===== config.mk =====
export PLATFORM = sky130hd
export DESIGN_NAME = demux8_deserializer_flat
export DESIGN_NICKNAME = d
export VERILOG_FILES = /design/src/rtl/demux8_deserializer_pkg.sv /design/src/rtl/demux8_deserializer_if.sv /design/src/rtl/demux8_deserializer_dec3to8.sv /design/src/rtl/demux8_deserializer.sv /design/src/flat_wrapper.sv
export SDC_FILE = /design/constraint.sdc
export NUM_CORES = 1
export LEC_CHECK = 0
export CAP_MARGIN = 20
export CORE_AREA = 2 2 48 59
export DETAILED_ROUTE_END_ITERATION = 16
export DIE_AREA = 0 0 50 61
export PLACE_DENSITY = 0.7
export SYNTH_ARGS = -nofsm -noshare
export SYNTH_HDL_FRONTEND = slang
export SYNTH_SLANG_ARGS = --single-unit

===== constraint.sdc =====
create_clock -name clk -period 1.5 [get_ports clk]
set_clock_uncertainty 0.15 [all_clocks]
set_input_delay 0.3 -clock clk [delete_from_list [all_inputs] [get_ports clk]]
set_output_delay 0.3 -clock clk [all_outputs]
set_load 0.05 [all_outputs]

===== src/rtl/demux8_deserializer_pkg.sv =====
// Shared types and defaults for the serial-to-word deserializer.
package demux8_pkg;
    localparam int DEF_WIDTH = 8;
    localparam int DEF_SEL_W = $clog2(DEF_WIDTH);

    typedef enum logic [1:0] {
        IDLE    = 2'd0,
        COLLECT = 2'd1,
        PARITY  = 2'd2
    } state_t;
endpackage


===== src/rtl/demux8_deserializer_if.sv =====
// Bit-stream in / word-out bundle; master drives the serial side, slave is the deserializer.
interface demux8_deserializer_if
    import demux8_pkg::*;
#(
    parameter int WIDTH = DEF_WIDTH
);
    localparam int SEL_W = $clog2(WIDTH);

    logic             clear;
    logic             din_valid;
    logic             din;
    logic [WIDTH-1:0] dout;
    logic             dout_valid;
    logic [SEL_W-1:0] s;
    logic             busy;
    logic             par_err;

    modport master (
        output clear, din_valid, din,
        input  dout, dout_valid, s, busy, par_err
    );

    modport slave (
        input  clear, din_valid, din,
        output dout, dout_valid, s, busy, par_err
    );
endinterface


===== src/rtl/demux8_deserializer_dec3to8.sv =====
// Slot-index to one-hot write-enable decoder, all-zero when en is low.
module dec3to8 #(
    parameter int WIDTH = 8,
    parameter int SEL_W = $clog2(WIDTH)
) (
    input  logic [SEL_W-1:0] sel,
    input  logic             en,
    output logic [WIDTH-1:0] we
);
    always_comb begin
        we = '0;
        if (en) we[sel] = 1'b1;
    end
endmodule


===== src/rtl/demux8_deserializer.sv =====
// Serial bit stream to WIDTH-bit word deserializer, LSB first, one-cycle completion strobe.
// Build option PARITY_CHECK_EN: each word is followed by an even-parity bit checked into par_err.
module demux8_deserializer
    import demux8_pkg::*;
#(
    parameter int WIDTH = DEF_WIDTH
) (
    input logic                  clk,
    input logic                  rst,
    demux8_deserializer_if.slave bus
);
    localparam int SEL_W = $clog2(WIDTH);
    localparam logic [SEL_W-1:0] LAST = SEL_W'(WIDTH - 1);

    state_t           state, state_nxt;
    logic [SEL_W-1:0] s_q, s_nxt;
    logic [WIDTH-1:0] shadow, we;
    logic [WIDTH-1:0] dout_q, dout_nxt;
    logic             dv_q, dv_nxt;
    logic             wr_en;

`ifdef PARITY_CHECK_EN
    logic pe_q, pe_nxt;
`else
    // Word as it stands once the current bit lands; used at the final slot.
    logic [WIDTH-1:0] merged;
    assign merged = (shadow & ~we) | ({WIDTH{bus.din}} & we);
`endif

    dec3to8 #(.WIDTH(WIDTH), .SEL_W(SEL_W)) u_dec (
        .sel (s_q),
        .en  (wr_en),
        .we  (we)
    );

    always_ff @(posedge clk or posedge rst) begin
        if (rst) state <= IDLE;
        else     state <= state_nxt;
    end

    always_comb begin
        state_nxt = state;
        s_nxt     = s_q;
        dout_nxt  = dout_q;
        dv_nxt    = 1'b0;
        wr_en     = 1'b0;
`ifdef PARITY_CHECK_EN
        pe_nxt    = pe_q;
`endif
        if (bus.clear) begin
            state_nxt = IDLE;
            s_nxt     = '0;
        end else if (bus.din_valid) begin
            case (state)
                IDLE, COLLECT: begin
                    wr_en = 1'b1;
                    s_nxt = s_q + 1'b1;   // wraps to 0 after the last slot
                    if (s_q == LAST) begin
`ifdef PARITY_CHECK_EN
                        state_nxt = PARITY;
`else
                        state_nxt = IDLE;
                        dout_nxt  = merged;
                        dv_nxt    = 1'b1;
`endif
                    end else begin
                        state_nxt = COLLECT;
                    end
                end
                default: begin
                    state_nxt = IDLE;
`ifdef PARITY_CHECK_EN
                    // Incoming bit is the even-parity bit; it never enters the word.
                    dout_nxt = shadow;
                    dv_nxt   = 1'b1;
                    pe_nxt   = (^shadow) ^ bus.din;
`endif
                end
            endcase
        end
    end

    always_ff @(posedge clk or posedge rst) begin
        if (rst) begin
            s_q    <= '0;
            shadow <= '0;
            dout_q <= '0;
            dv_q   <= 1'b0;
        end else begin
            s_q    <= s_nxt;
            dout_q <= dout_nxt;
            dv_q   <= dv_nxt;
            if (bus.clear) begin
                shadow <= '0;
            end else begin
                for (int i = 0; i < WIDTH; i++)
                    if (we[i]) shadow[i] <= bus.din;
            end
        end
    end

`ifdef PARITY_CHECK_EN
    always_ff @(posedge clk or posedge rst) begin
        if (rst) pe_q <= 1'b0;
        else     pe_q <= pe_nxt;
    end
    assign bus.par_err = pe_q;
`else
    assign bus.par_err = 1'b0;
`endif

    assign bus.dout       = dout_q;
    assign bus.dout_valid = dv_q;
    assign bus.s          = s_q;
    assign bus.busy       = (state != IDLE);
endmodule

===== src/flat_wrapper.sv =====
// flat-port wrapper written by rule: the top's interface ports become plain ports
module demux8_deserializer_flat import demux8_pkg::*;
#(
    parameter int WIDTH = DEF_WIDTH
)
  (clk, rst, bus_clear, bus_din_valid, bus_din, bus_dout, bus_dout_valid, bus_s, bus_busy, bus_par_err);
  demux8_deserializer_if #(.WIDTH(WIDTH)) bus_i ();
  input logic clk;
  input logic rst;
  input wire logic [$bits(bus_i.clear)-1:0] bus_clear;
  input wire logic [$bits(bus_i.din_valid)-1:0] bus_din_valid;
  input wire logic [$bits(bus_i.din)-1:0] bus_din;
  output wire logic [$bits(bus_i.dout)-1:0] bus_dout;
  output wire logic [$bits(bus_i.dout_valid)-1:0] bus_dout_valid;
  output wire logic [$bits(bus_i.s)-1:0] bus_s;
  output wire logic [$bits(bus_i.busy)-1:0] bus_busy;
  output wire logic [$bits(bus_i.par_err)-1:0] bus_par_err;
  assign bus_i.clear = bus_clear;
  assign bus_i.din_valid = bus_din_valid;
  assign bus_i.din = bus_din;
  assign bus_dout = bus_i.dout;
  assign bus_dout_valid = bus_i.dout_valid;
  assign bus_s = bus_i.s;
  assign bus_busy = bus_i.busy;
  assign bus_par_err = bus_i.par_err;
  demux8_deserializer #(.WIDTH(WIDTH)) u_core (.clk(clk), .rst(rst), .bus(bus_i));
endmodule

# == After elaboration in Yosys (flattened, before gate mapping) ==
# Cells that the tools add are included.
# word_totals
register_bits,22
out_inout_bits,14
elab_cells,64
# op_classes
add_sub_neg,1
order_cmp,2
n_eq_ne,2
mux,26
bitwise,5
n_reduce_logical,16
# ops
operator,n
$reduce_bool A2 Y1,11
$mux W1,18
$and A8 B8 Y8,2
$mux W8,2
$mux W3,3
$not A8 Y8,1
$or A8 B8 Y8,1
$lt A3 B4 Y1 const B,1
$mux W2,2
$reduce_and A4 Y1,1
$add A3 B1 Y3 const B,1
$demux W1 S3,1
$eq A3 B3 Y1 const B,1
$ge A3 B1 Y1 const B,1
$eq A2 B1 Y1 const B,1
$logic_not A2 Y1,1
$reduce_and A2 Y1,1
$reduce_or A2 Y1,1
$logic_and A1 B1 Y1,1
$not A1 Y1,1

# == Depth between registers and ports, before layout ==
# Gate-level depths: netlist of the first run.
# depth
ltp_word,9
ltp_mapped,6

# == Modules after synthesis ==
# A second synthesis of the first run with hierarchy kept.
# unflattened
cells_unflattened,75
hier_area_um2,997.2
# modules_own_cells
mod,instances,cells_per_inst,area_per_inst_um2
demux8_deserializer,1,67,900.9
dec3to8,1,8,96.3

# == Least setup slack after synthesis of the first run ==
# Ideal clock, no wire load.
# synth_timing
kind,reg2reg
startpoint,"register u_core.s_q[1], in the netlist u_core.bus.s[1]"
endpoint,"register u_core.dout_q[3], in the netlist u_core.bus.dout[3]"
setup_ns,0.132
arrival_ns,1.584
t_required_ns,1.218
path_slack_ns,-0.366
path_stages_with_launch,7
period_less_slack_ns,1.866
path_cell_list,dfrtp_1 > ha_1 > ha_1 > nand3b_2 > clkinv_1 > nor2_1 > a31oi_1
# synth_between
elab_chain_len,8
word_cells_on_any_way,12
classes_between,order compare: 2; eq/ne: 1; mux: 3; bitwise: 4; reduce/logical: 2
# synth_rtl
element,line,rtl
from (decl),demux8_deserializer.sv:16,"logic [SEL_W-1:0] s_q, s_nxt;"
from (signal assigned),demux8_deserializer.sv:90,s_q <= s_nxt;
$lt A3 B4 Y1 (implied by the code) / $ge A3 B1 Y1 (equally long branches),demux8_deserializer_dec3to8.sv:12,if (en) we[sel] = 1'b1;
$logic_and A1 B1 Y1 (implied by the code),demux8_deserializer_dec3to8.sv:12,
$mux W1 (implied by the code),demux8_deserializer_dec3to8.sv:12,
$demux W1 S3,demux8_deserializer_dec3to8.sv:12,
$mux W8,demux8_deserializer_dec3to8.sv:12,
$not A8 Y8,demux8_deserializer.sv:27,assign merged = (shadow & ~we) | ({WIDTH{bus.din}} & we);
$and A8 B8 Y8,demux8_deserializer.sv:27,
$or A8 B8 Y8,demux8_deserializer.sv:27,
to (signal assigned),demux8_deserializer.sv:91,dout_q <= dout_nxt;
to (decl),demux8_deserializer.sv:18,"logic [WIDTH-1:0] dout_q, dout_nxt;"
# Several ways; a longest one is shown, not always the timed one.
# A chain may end at the register's enable or synchronous reset.

# == Worst setup path after layout of the first run ==
# layout_timing
startpoint,"register u_core.s_q[1], in the netlist u_core.bus.s[1]"
endpoint,output bus_s[1]
# layout_lines
element,line,rtl
to (decl),flat_wrapper.sv:15,output wire logic [$bits(bus_i.s)-1:0] bus_s;
# No word-level cell between the ends.

==> summary.md, run 1 <==
| Metric | Value |
|---|---|
| Maximum clock insertion buffer count | `2` |
| Number of enable-type register cells in the synthesized netlist | `0` |
| Die extent in y | `61 µm` |
| Setup crit end | `bus_s[1]` |
| Worst setup SP type | `flip-flop` |
| Share of the core filled with cells in the final layout | `66.16%` |
| Area after DPL | `0.001515 mm²` |
| Total global routing overflow | `0` |
| Design Area, Final | `0.001639 mm²` |
| Number of routed nets with antenna violations | `0` |
| Achievable Freq | `647.8 MHz` |
| Reg-to-Reg Start | `u_core.bus.s[1]` |
| Pin count of the biggest net entering global routing | `22` |
| Floorplan die area | `0.003050 mm²` |
| Startpoint of the most critical setup path | `u_core.bus.s[1]` |
| Routed WL per cell | `14.45 µm` |
| Leak | `0.7290 nW` |
| Detailed router's first-iteration violation count | `11` |
| Worst supply voltage drop on vdd | `0.0004994 V` |
| Most used cells in the layout excluding fill and tap cells | `18 x sky130_fd_sc_hd__dfrtp_1, 15 x sky130_fd_sc_hd__buf_4, 13 x sky130_fd_sc_hd__buf_12` |
| Number of nets in the synthesized netlist | `110` |
| Number of buffers added on ports | `17` |
| CTS sink cnt | `21` |
| Row count | `20` |
| Number of search-and-repair iterations in the first detailed-routing pass | `4` |
| Status | `finished, violations left` |
| Hold WS | `0.1681 ns` |
| Arrival time worst endpoint | `1.09 ns` |
| Max FO, Critical Path | `4` |
| Primary FF master, synth | `sky130_fd_sc_hd__dfrtp_1` |
| Register bit total from synthesis | `21` |
| Post-synthesis cell count | `103` |
| Number of failing hold endpoints at the final stage | `0` |
| Failing checks | `negative setup slack` |
| Unrepaired setup endpoints after global routing | `yes` |
| Avg Synthesized Cell Area | `10.35 µm²` |
| Horiz. Die Dim | `50 µm` |
| Power density over cell area | `683.0 mW/mm²` |
| Setup ws final | `-0.04364 ns` |
| Number of global-route vias before repair | `899` |
| Clock transition at path regs | `0.11 ns` |
| Total of warnings raised by yosys | `0` |
| Final-report max-slew violation count | `0` |
| Ys async rst share | `100.0%` |
| Type of the worst setup path | `reg2out` |
| Via/cell ratio | `5.129` |
| Fraction of the yosys area taken by sequential cells | `49.30%` |
| Crit. End Element | `output port` |
| Number of antenna violations at the first check in global routing | `0` |
| Wire length of the first global-routing pass | `4050 µm` |
| Number of antenna cells inserted | `0` |
| Number of distinct standard cells referenced by the synthesized netlist | `31` |
| Cell count of the worst reg-to-reg path | `6` |
| R2R Path End | `u_core.bus.dout[2]` |
| Tmin final | `1.544 ns` |
| Clock root buffer | `sky130_fd_sc_hd__clkbuf_4` |
| Required time of the critical path | `1.05 ns` |
| Routability Congestion | `0.8123` |
| Number of nets in the layout | `145` |
| Relative area change from synthesis to final layout | `53.76%` |
| Setup violation total in the final timing report | `1` |
| Clk_lat worst skew | `0.29 ns` |
| Combined global-route utilization of all metal layers | `17.60%` |
| Final critical-path share of the clock period | `102.9%` |
| Drc violations | `0` |
| Slowest cell delay on critical path | `0.53 ns` |
| Most common cell after layout, fill and taps aside | `sky130_fd_sc_hd__dfrtp_1` |
| Number of top-level pins | `19` |
| HPWL after detailed placement | `1683 µm` |
| Share of layout cells above drive strength 1 | `42.34%` |
| H-tree depth | `1` |
| Number of buffers added by the clock tree synthesis step | `3` |
| Flop-to-flop setup slack | `0 ns` |
| Initial cell density of the core | `43.03%` |
| Max-cap check violation count | `0` |
| Number of hold buffers added after CTS | `0` |
| Worst min path class | `in2async` |
| Wire length reported by the detailed router | `2457 µm` |
| Syn Std Cell Area | `0.001066 mm²` |
| Worst path slowest cell | `sky130_fd_sc_hd__dfrtp_4` |
| TritonCTS clock tree | `yes` |
| Chain of cells forming the critical path | `buf_6 > buf_12` |
| Number of vias after detailed routing | `872` |
| CORE AREA | `0.002477 mm²` |
-- synth_stat cells (2+ instances only) --
library cell | instances | area [µm²]
sky130_fd_sc_hd__nand2_1 | 7 | 26.28
sky130_fd_sc_hd__nand4b_1 | 3 | 26.28
sky130_fd_sc_hd__mux2i_1 | 7 | 70.07
sky130_fd_sc_hd__o21ai_2 | 2 | 17.52
sky130_fd_sc_hd__inv_1 | 2 | 7.510
sky130_fd_sc_hd__dfrtp_1 | 21 | 525.5
sky130_fd_sc_hd__nor2_1 | 9 | 33.78
sky130_fd_sc_hd__nand4_1 | 2 | 12.51
sky130_fd_sc_hd__nand3b_1 | 2 | 15.01
sky130_fd_sc_hd__clkbuf_1 | 2 | 7.510
sky130_fd_sc_hd__ha_1 | 2 | 25.02
sky130_fd_sc_hd__buf_6 | 2 | 22.52
sky130_fd_sc_hd__buf_4 | 3 | 22.52
sky130_fd_sc_hd__nand3_1 | 3 | 15.01
sky130_fd_sc_hd__o21ai_0 | 12 | 60.06
sky130_fd_sc_hd__nand2b_1 | 2 | 12.51
sky130_fd_sc_hd__a31oi_1 | 4 | 25.02
sky130_fd_sc_hd__a21oi_1 | 5 | 25.02
-- registers in the layout, summed over array words and instances, names as in the netlist --
name / flops
u_core.bus.dout: 8
u_core.shadow: 8
u_core.bus.s: 3
u_core.bus.dout_valid: 1
u_core.state: 1
-- metrics by stage --
| step | setup TNS [ns] | std cells | setup slack (ns) | power, mW |
|---|---|---|---|---|
| 3_3_place_gp | -3.184 | 161 | -0.2644 | 0.8359 |
| 5_1_grt | -0.2934 | 170 | -0.08274 | 1.168 |
| 6_report | -0.04364 | 170 | -0.04364 | 1.119 |
| 2_1_floorplan | -0.1088 | 103 | -0.02811 | 0.7427 |
| 3_5_place_dp | -3.577 | 161 | -0.3048 | 0.8428 |
| 4_1_cts | -0.05525 | 169 | -0.05525 | 1.113 |
-- critical path, delay by kind of cell (launching register included) --
| kind | cells | cell delay, ns |
|---|---|---|
| flops | 1 | 0.53 |
| buf+inv | 2 | 0.28 |
-- where the power goes --
part | internal (mW) | switching (mW) | leakage [nW]
Combinational | 0.125 | 0.132 | 0.429
Sequential | 0.580 | 0.0165 | 0.285
Clock | 0.103 | 0.163 | 0.0150
Total | 0.808 | 0.311 | 0.729
-- logic make-up (layout without fill, tap and decap cells) --
group / Yosys count / in the layout / synth area share (%)
simple gates: 35 / 36 / 19.48
compound gates: 25 / 25 / 14.67
flops: 21 / 21 / 49.30
buf+inv: 11 / 44 / 6.455
mux: 7 / 7 / 6.573
fa+ha+maj: 2 / 2 / 2.347
other cells: 1 / 1 / 0.3518
xor+xnor: 1 / 1 / 0.8217
-- worst min path at each step --
stage / start / to / slack [ns] / depth (start not counted)
after floorplan: rst / u_core.bus.dout[0] / 0.13 / 1
after global placement: u_core.bus.dout[7] / u_core.bus.dout[7] / 0.37 / 2
after detailed placement: u_core.bus.dout[0] / u_core.bus.dout[0] / 0.38 / 2
after CTS: rst / u_core.bus.dout[5] / 0.17 / 3
after global routing: rst / u_core.bus.dout[5] / 0.18 / 3
final: rst / u_core.bus.dout[5] / 0.17 / 3
-- metal layers --
metal	wire (µm)	GRT usage, %	vias up
li1	-	-	432
met5	0	0	-
met1	1008	19.65	418
met4	29	9.524	0
met2	1347	32.33	18
met3	72	2.709	4
-- what timing repair did --
action / in CTS / in global routing
endpoints found under the setup margin: 7 / 14
resized for setup: 3 / 17
buffers inserted: 2 / 1
cloned: 2 / 0
pin swaps: 0 / 2
-- area by class of cell --
class,instances,area [µm²]
inverter,3,16.27
fill,215,838.3
timing repair buffer,36,457.9
timing repair inverter,1,5.005
multi-input combinational,72,560.5
clock buffer,4,26.28
tap,33,41.29
sequential,21,531.8
Note: power is estimated with default switching activity, not from simulation.
==> run 2: changes to the inputs <==
--- a/config.mk
+++ b/config.mk
@@ -6,10 +6,11 @@
 export NUM_CORES = 1
 export LEC_CHECK = 0
 export CAP_MARGIN = 20
-export CORE_AREA = 2 2 48 59
+export CORE_AREA = 2 2 47 58
 export DETAILED_ROUTE_END_ITERATION = 16
-export DIE_AREA = 0 0 50 61
-export PLACE_DENSITY = 0.7
+export DIE_AREA = 0 0 49 60
+export GPL_TIMING_DRIVEN = 0
+export PLACE_DENSITY = 0.72
 export SYNTH_ARGS = -nofsm -noshare
 export SYNTH_HDL_FRONTEND = slang
 export SYNTH_SLANG_ARGS = --single-unit
==> run 2 against run 1 <==
  * The flow now finishes without violations
  * Final area decreased by 19%
  * Sequential share of layout area is 7.6 points higher
  * Combinational power shrank 22%
  * Clock-buffer cell count stayed put
  * Global-route usage fell by 1.9 points
  * Wire length shrank 14%
  * Via count fell by 6.7%
  * First-iteration DRC count increased by 36%
  * Critical path type is now reg2reg
  * Largest cell class is now flip-flops and latches
==> summary.md, run 2 (synthesis results as in run 1) <==
| Metric | Value |
|---|---|
| Status | `complete, no violations` |
| Switching share of total power | `28.85%` |
| Tmin final | `1.454 ns` |
| Power share of the combinational group | `18.7%` |
| Total area of sequential cells | `531.8 µm²` |
| Max FO, Critical Path | `9` |
| Power density over cell area | `804.2 mW/mm²` |
| Total global routing overflow | `0` |
| Floorplan die area | `0.002940 mm²` |
| Worst setup SP type | `flip-flop` |
| Achievable Freq | `687.7 MHz` |
| Horiz. Die Dim | `49 µm` |
| Number of antenna violations at the first check in global routing | `0` |
| CTS sink cnt | `21` |
| Clk_lat worst skew | `0.30 ns` |
| Sum Neg Setup Slack | `0 ns` |
| Routability Congestion | `0.8130` |
| Combined global-route utilization of all metal layers | `15.72%` |
| Row count | `20` |
| Worst slew margin relative to its limit | `46.28%` |
| Area of the multi-input gates | `516.7 µm²` |
| Largest delay contributor family on the critical path | `flip-flops` |
| Detailed router's first-iteration violation count | `15` |
| Number of failing hold endpoints at the final stage | `0` |
| Worst supply voltage drop on vdd | `0.0005900 V` |
| Cell count of the worst reg-to-reg path | `6` |
| Number of antenna cells inserted | `0` |
| Leak | `0.6250 nW` |
| Setup violation total in the final timing report | `0` |
| Filler cell count | `257` |
| Hold WS | `0.1501 ns` |
| Number of global-route vias before repair | `736` |
| Cell depth of the worst min-delay path | `3` |
| Routed WL per cell | `13.33 µm` |
| Number of buffers added by the clock tree synthesis step | `3` |
| Maximum clock insertion buffer count | `2` |
| Part of the total power dissipated in sequential elements | `55.4%` |
| CORE AREA | `0.002427 mm²` |
| Pin count of the biggest net entering global routing | `22` |
| Wire length of the first global-routing pass | `3422 µm` |
| Unrepaired setup endpoints after global routing | `yes` |
| Number of top-level pins | `19` |
| Die extent in y | `60 µm` |
| Startpoint of the most critical setup path | `u_core.bus.s[1]` |
| Number of nets in the layout | `134` |
| Arrival time worst endpoint | `1.50 ns` |
| Logic depth of the worst path, buffers included | `6` |
| Wire length reported by the detailed router | `2120 µm` |
| Chain of cells forming the critical path | `ha_4 > ha_4 > nand3b_4 > clkinv_4 > nor2_1 > a31oi_1` |
| Required time of the critical path | `1.54 ns` |
| Worst min path class | `in2reg` |
| Most used cells in the layout excluding fill and tap cells | `18 x sky130_fd_sc_hd__dfrtp_1, 13 x sky130_fd_sc_hd__buf_2, 11 x sky130_fd_sc_hd__o21ai_0, 9 x sky130_fd_sc_hd__nor2_1` |
| Reg-to-Reg Start | `u_core.bus.s[1]` |
| Initial cell density of the core | `43.92%` |
| Relative area change from synthesis to final layout | `24.65%` |
| Crit. End Element | `flip-flop` |
| Number of hold buffers added after CTS | `0` |
| HPWL after detailed placement | `1513 µm` |
| Number of buffers added on ports | `16` |
| Type of the worst setup path | `reg2reg` |
| Number of routed nets with antenna violations | `0` |
| Startpoint of the lowest-slack hold path | `bus_din_valid` |
| Slowest cell delay on critical path | `0.53 ns` |
| Most common cell after layout, fill and taps aside | `sky130_fd_sc_hd__dfrtp_1` |
| Worst path bufs/invs | `1` |
| H-tree depth | `1` |
| Worst path slowest cell | `sky130_fd_sc_hd__dfrtp_4` |
| Final-report max-slew violation count | `0` |
| Drc violations | `0` |
| Clock root buffer | `sky130_fd_sc_hd__clkbuf_4` |
| Internal power contribution | `0.7603 mW` |
| Least-Margin Pin Slew | `0.8050 ns` |
| TritonCTS clock tree | `yes` |
| Clock network fraction of design power | `25.9%` |
| Cell repeated most along the worst path | `sky130_fd_sc_hd__ha_4` |
| Number of vias after detailed routing | `814` |
| Switching power of the nets | `0.3083 mW` |
| Number of search-and-repair iterations in the first detailed-routing pass | `4` |
| Share of layout cells above drive strength 1 | `30.95%` |
| Via/cell ratio | `5.119` |
| Max-cap check violation count | `0` |
| Final critical-path share of the clock period | `96.95%` |
| Clock transition at path regs | `0.12 ns` |
## run 2: cell types whose count changed in the layout (fill, tap and decap cells not counted), moves of 2 or more
cell,previous run,this run
sky130_fd_sc_hd__buf_12,13,1
sky130_fd_sc_hd__clkbuf_1,1,3
sky130_fd_sc_hd__buf_2,0,13
sky130_fd_sc_hd__buf_4,15,4
sky130_fd_sc_hd__nor2_4,2,0
sky130_fd_sc_hd__nor2_2,2,0
sky130_fd_sc_hd__o21ai_0,7,11
sky130_fd_sc_hd__o21ai_1,4,1
sky130_fd_sc_hd__clkdlybuf4s50_1,4,2
sky130_fd_sc_hd__nor2_1,5,9
## run 2: power groups by stage
stage                     clock, mW  combinational [mW]  sequential (mW)
final                         0.276               0.200            0.592
after CTS                     0.287               0.199            0.592
after detailed placement          0               0.190            0.608
after global placement            0               0.186            0.608
after floorplan                   0               0.107            0.636
after global routing          0.304               0.216            0.594
## run 2: per-layer routing
metal  global-route usage, %  wire, µm
met5                       0         0
met4                   8.571        45
met3                   1.500        44
met2                   26.61      1062
met1                   20.10       967
## run 2: area by class of cell
type	count	area share, %
sequential	21	40.02
multi-input combinational	71	38.89
timing repair buffer	19	10.17
buffer	8	4.614
tap	33	3.107
clock buffer	4	1.977
inverter	3	1.224
## run 2: path summary, 6_finish.rpt
check / endpoint / slack [ns]
worst max register to register: u_core.bus.dout[2] / 0.05
min in group asynchronous: u_core.bus.dout[7] / 0.28
worst max-delay path: u_core.bus.dout[2] / 0.05
worst min-delay path: u_core.bus.s[0] / 0.15
worst min register to register: u_core.bus.dout[5] / 0.33
max in group asynchronous: u_core.bus.s[1] / 0.33
## run 2: stage by stage
step                      instances  area (µm²)  setup slack, ns  util (%)  power (mW)
after floorplan                 103        1111         -0.02811         -      0.7427
after global placement          152        1313          -0.3996     54.07      0.7941
after detailed placement        152        1313          -0.4237     54.07      0.7982
after CTS                       158        1346        0.0008247     55.46       1.078
after global routing            159        1329         -0.02083     54.74       1.114
final                           159        1329          0.04581     54.74       1.069
## run 2: what timing repair did
action / 4_1_cts / 5_1_grt
buffers inserted: 2 / 1
pin swaps: 0 / 2
endpoints found under the setup margin: 21 / 20
resized for setup: 52 / 21
## run 2: worst register-to-register path, stage by stage (launching register included)
cell and delay [ns]:
sky130_fd_sc_hd__dfrtp_4 0.53, sky130_fd_sc_hd__ha_4 0.18, sky130_fd_sc_hd__ha_4 0.16, sky130_fd_sc_hd__nand3b_4 0.11
sky130_fd_sc_hd__clkinv_4 0.09, sky130_fd_sc_hd__nor2_1 0.09, sky130_fd_sc_hd__a31oi_1 0.05
==> run 3: changes to the inputs <==
--- a/config.mk
+++ b/config.mk
@@ -5,12 +5,14 @@
 export SDC_FILE = /design/constraint.sdc
 export NUM_CORES = 1
 export LEC_CHECK = 0
+export ABC_CLOCK_PERIOD_IN_PS = 1500
 export CAP_MARGIN = 20
-export CORE_AREA = 2 2 47 58
+export CORE_AREA = 2 2 46 57
 export DETAILED_ROUTE_END_ITERATION = 16
-export DIE_AREA = 0 0 49 60
+export DIE_AREA = 0 0 48 59
 export GPL_TIMING_DRIVEN = 0
-export PLACE_DENSITY = 0.72
+export PLACE_DENSITY = 0.71
 export SYNTH_ARGS = -nofsm -noshare
 export SYNTH_HDL_FRONTEND = slang
+export SYNTH_HIERARCHICAL = 1
 export SYNTH_SLANG_ARGS = --single-unit
==> run 3 against run 2 <==
  * The run now ends with negative setup slack left
  * Sequential share of layout area hardly changed
  * Worst hold slack got worse by 0.098 ns
  * Setup slack got worse by 0.27 ns
  * Core utilization up 4.4 points
  * Final area grew 0.47%
  * Non-clock buffer count up 4
  * Clock power down 6%
  * Flip-flop and latch count stayed put
  * Die area shrank 3.7%
==> summary.md, run 3 <==
| Metric | Value |
|---|---|
| CORE AREA | `0.002258 mm²` |
| Number of buffers added by the clock tree synthesis step | `3` |
| Met3 track utilization from global routing | `3.049%` |
| Total area of sequential cells | `534.3 µm²` |
| Row count | `19` |
| Count of non-filler cells in the finished layout | `137` |
| Detailed router's first-iteration violation count | `7` |
| Most instantiated library cell after synthesis | `sky130_fd_sc_hd__dfrtp_1` |
| Routability Congestion | `0.6987` |
| Most used cells in the layout excluding fill and tap cells | `18 x sky130_fd_sc_hd__dfrtp_1, 12 x sky130_fd_sc_hd__buf_2, 11 x sky130_fd_sc_hd__buf_4, 8 x sky130_fd_sc_hd__mux2i_1, 8 x sky130_fd_sc_hd__nor2_1` |
| Number of vias after detailed routing | `657` |
| Worst min path class | `in2reg` |
| Number of top-level pins | `19` |
| Worst supply voltage drop on vdd | `0.0004940 V` |
| Cells taking the most area after synthesis | `sky130_fd_sc_hd__dfrtp_1 53%, sky130_fd_sc_hd__mux2i_1 10%, sky130_fd_sc_hd__mux2_4 6.0%` |
| Routed WL per cell | `13.83 µm` |
| Horiz. Die Dim | `48 µm` |
| Required time of the critical path | `1.53 ns` |
| Wire length reported by the detailed router | `1895 µm` |
| HPWL after detailed placement | `1226 µm` |
| Unrepaired setup endpoints after global routing | `yes` |
| Slowest cell delay on critical path | `0.54 ns` |
| Cell repeated most along the worst path | `sky130_fd_sc_hd__ha_4` |
| Ys async rst share | `100.0%` |
| Global routing usage on met2 | `25.52%` |
| Setup ws final | `-0.2274 ns` |
| Least-Margin Pin Slew | `0.7711 ns` |
| Crit. End Element | `flip-flop` |
| Area of the multi-input gates | `484.2 µm²` |
| Drc violations | `0` |
| Number of buffers added on ports | `16` |
| Total global routing overflow | `0` |
| Failing checks | `negative setup slack` |
| Number of failing hold endpoints at the final stage | `0` |
| Worst path slowest cell | `sky130_fd_sc_hd__dfrtp_4` |
| Worst setup SP type | `flip-flop` |
| Combined global-route utilization of all metal layers | `17.13%` |
| Final critical-path share of the clock period | `115.2%` |
| Arrival time worst endpoint | `1.76 ns` |
| Wire length of the first global-routing pass | `3318 µm` |
| Number of nets in the layout | `114` |
| Via/cell ratio | `4.796` |
| Status | `finished, violations left` |
| Final-report max-slew violation count | `0` |
| Global route hottest layer | `met2` |
| H-tree depth | `1` |
| Floorplan die area | `0.002832 mm²` |
| Number of nets in the synthesized netlist | `82` |
| Total power draw | `1.015 mW` |
| Number of distinct standard cells referenced by the synthesized netlist | `20` |
| Worst slew margin relative to its limit | `48.53%` |
| Max-cap check violation count | `0` |
| Relative area change from synthesis to final layout | `33.88%` |
| CTS sink cnt | `21` |
| Register bit total from synthesis | `21` |
| Filler cell count | `188` |
| Cell count of the worst reg-to-reg path | `5` |
| Pin count of the biggest net entering global routing | `22` |
| Clock root buffer | `sky130_fd_sc_hd__clkbuf_4` |
| Primary FF master, synth | `sky130_fd_sc_hd__dfrtp_1` |
| Type of the worst setup path | `reg2reg` |
| Placed Cells incl. Taps | `122` |
| Most common cell after layout, fill and taps aside | `sky130_fd_sc_hd__dfrtp_1` |
| Post-synth top area cell | `sky130_fd_sc_hd__dfrtp_1` |
| Maximum clock insertion buffer count | `2` |
| Clk_lat worst skew | `0.29 ns` |
| Number of global-route vias before repair | `689` |
| Number of search-and-repair iterations in the first detailed-routing pass | `2` |
| Chain of cells forming the critical path | `ha_4 > ha_4 > and3b_1 > buf_6 > mux2_4` |
| Tmin final | `1.727 ns` |
| Number of enable-type register cells in the synthesized netlist | `0` |
| Hold WS | `0.05202 ns` |
| Fraction of the yosys area taken by sequential cells | `52.70%` |
| Share of the core filled with cells in the final layout | `59.11%` |
| Power density over cell area | `760.1 mW/mm²` |
| Synth cell count leaders | `21 x sky130_fd_sc_hd__dfrtp_1, 10 x sky130_fd_sc_hd__mux2i_1, 8 x sky130_fd_sc_hd__nor2_1` |
| Initial cell density of the core | `44.16%` |
| Setup violation total in the final timing report | `16` |
| Leak | `0.6507 nW` |
| Avg Synthesized Cell Area | `13.30 µm²` |
| Die extent in y | `59 µm` |
| Clock transition at path regs | `0.11 ns` |
| Number of routed nets with antenna violations | `0` |
| Portion of synthesized cell area occupied by the leading cell type | `52.70%` |
| Post-synthesis cell count | `75` |
| Number of antenna cells inserted | `0` |
| Cell depth of the worst min-delay path | `2` |
| Share of layout cells above drive strength 1 | `53.77%` |
| Number of antenna violations at the first check in global routing | `0` |
| Global routing usage on met1 | `23.08%` |
| Total of warnings raised by yosys | `6` |
| Achievable Freq | `578.9 MHz` |
| TritonCTS clock tree | `yes` |
| Max FO, Critical Path | `9` |
| Syn Std Cell Area | `997.2 µm²` |
-- run 3: critical path: cells and delay by family, from the launching register on --
kind          cells  cell delay (ns)
fa+ha+maj         2             0.33
buf+inv           1             0.15
flops             1             0.54
mux               1             0.29
simple gates      1             0.16
-- run 3: layer usage --
layer / vias to the layer above / routed length [µm]
met4: 0 / 48
li1: 317 / -
met5: - / 0
met1: 326 / 816
met3: 4 / 41
met2: 10 / 987
-- run 3: final timing paths --
check	slack (ns)	start	end
setup / recovery	-0.23	u_core/bus.s[1]	u_core/bus.dout[6]
hold / removal	0.05	bus_din_valid	u_core/state[0]
setup reg to reg	-0.23	u_core/bus.s[1]	u_core/bus.dout[6]
hold reg to reg	0.37	u_core/bus.dout[5]	u_core/bus.dout[5]
max in group asynchronous	0.35	rst	u_core/bus.s[1]
min in group asynchronous	0.28	rst	u_core/bus.dout_valid
-- run 3: layout make-up --
type	count	share of cell area, %
clock buffer	4	1.968
inverter	5	1.406
sequential	21	40.02
tap	31	2.905
buffer	4	3.280
timing repair buffer	27	14.15
multi-input combinational	45	36.27
-- run 3: cell families (layout without fill, tap and decap cells) --
family | count (synthesis) | count (layout) | synth area share [%]
fa+ha+maj | 2 | 2 | 2.509
xor+xnor | 1 | 1 | 0.8785
flops | 21 | 21 | 52.70
compound gates | 1 | 1 | 0.7531
simple gates | 22 | 22 | 16.94
buf+inv | 9 | 40 | 5.270
other cells | 1 | 1 | 0.3761
mux | 18 | 18 | 20.58
-- run 3: timing repair --
item                                    CTS  global route
hold buffers                              0             0
buffers inserted                         10             1
pin swaps                                 1             1
endpoints found under the setup margin   29            25
resized for setup                        69            18
-- run 3: metrics by stage --
stage          TNS (ns)  setup slack (ns)  area, µm²
2_1_floorplan    -1.807           -0.2718       1040
3_3_place_gp     -13.21           -0.9318       1239
3_5_place_dp     -13.75           -0.9609       1239
4_1_cts          -1.970           -0.2346       1359
5_1_grt          -2.824           -0.2838       1335
6_report         -1.890           -0.2274       1335
-- run 3: power by group --
group	switching, mW	leakage (nW)	internal (mW)
clock	0.157	0.0150	0.103
combinational	0.0899	0.371	0.0668
sequential	0.0176	0.264	0.581
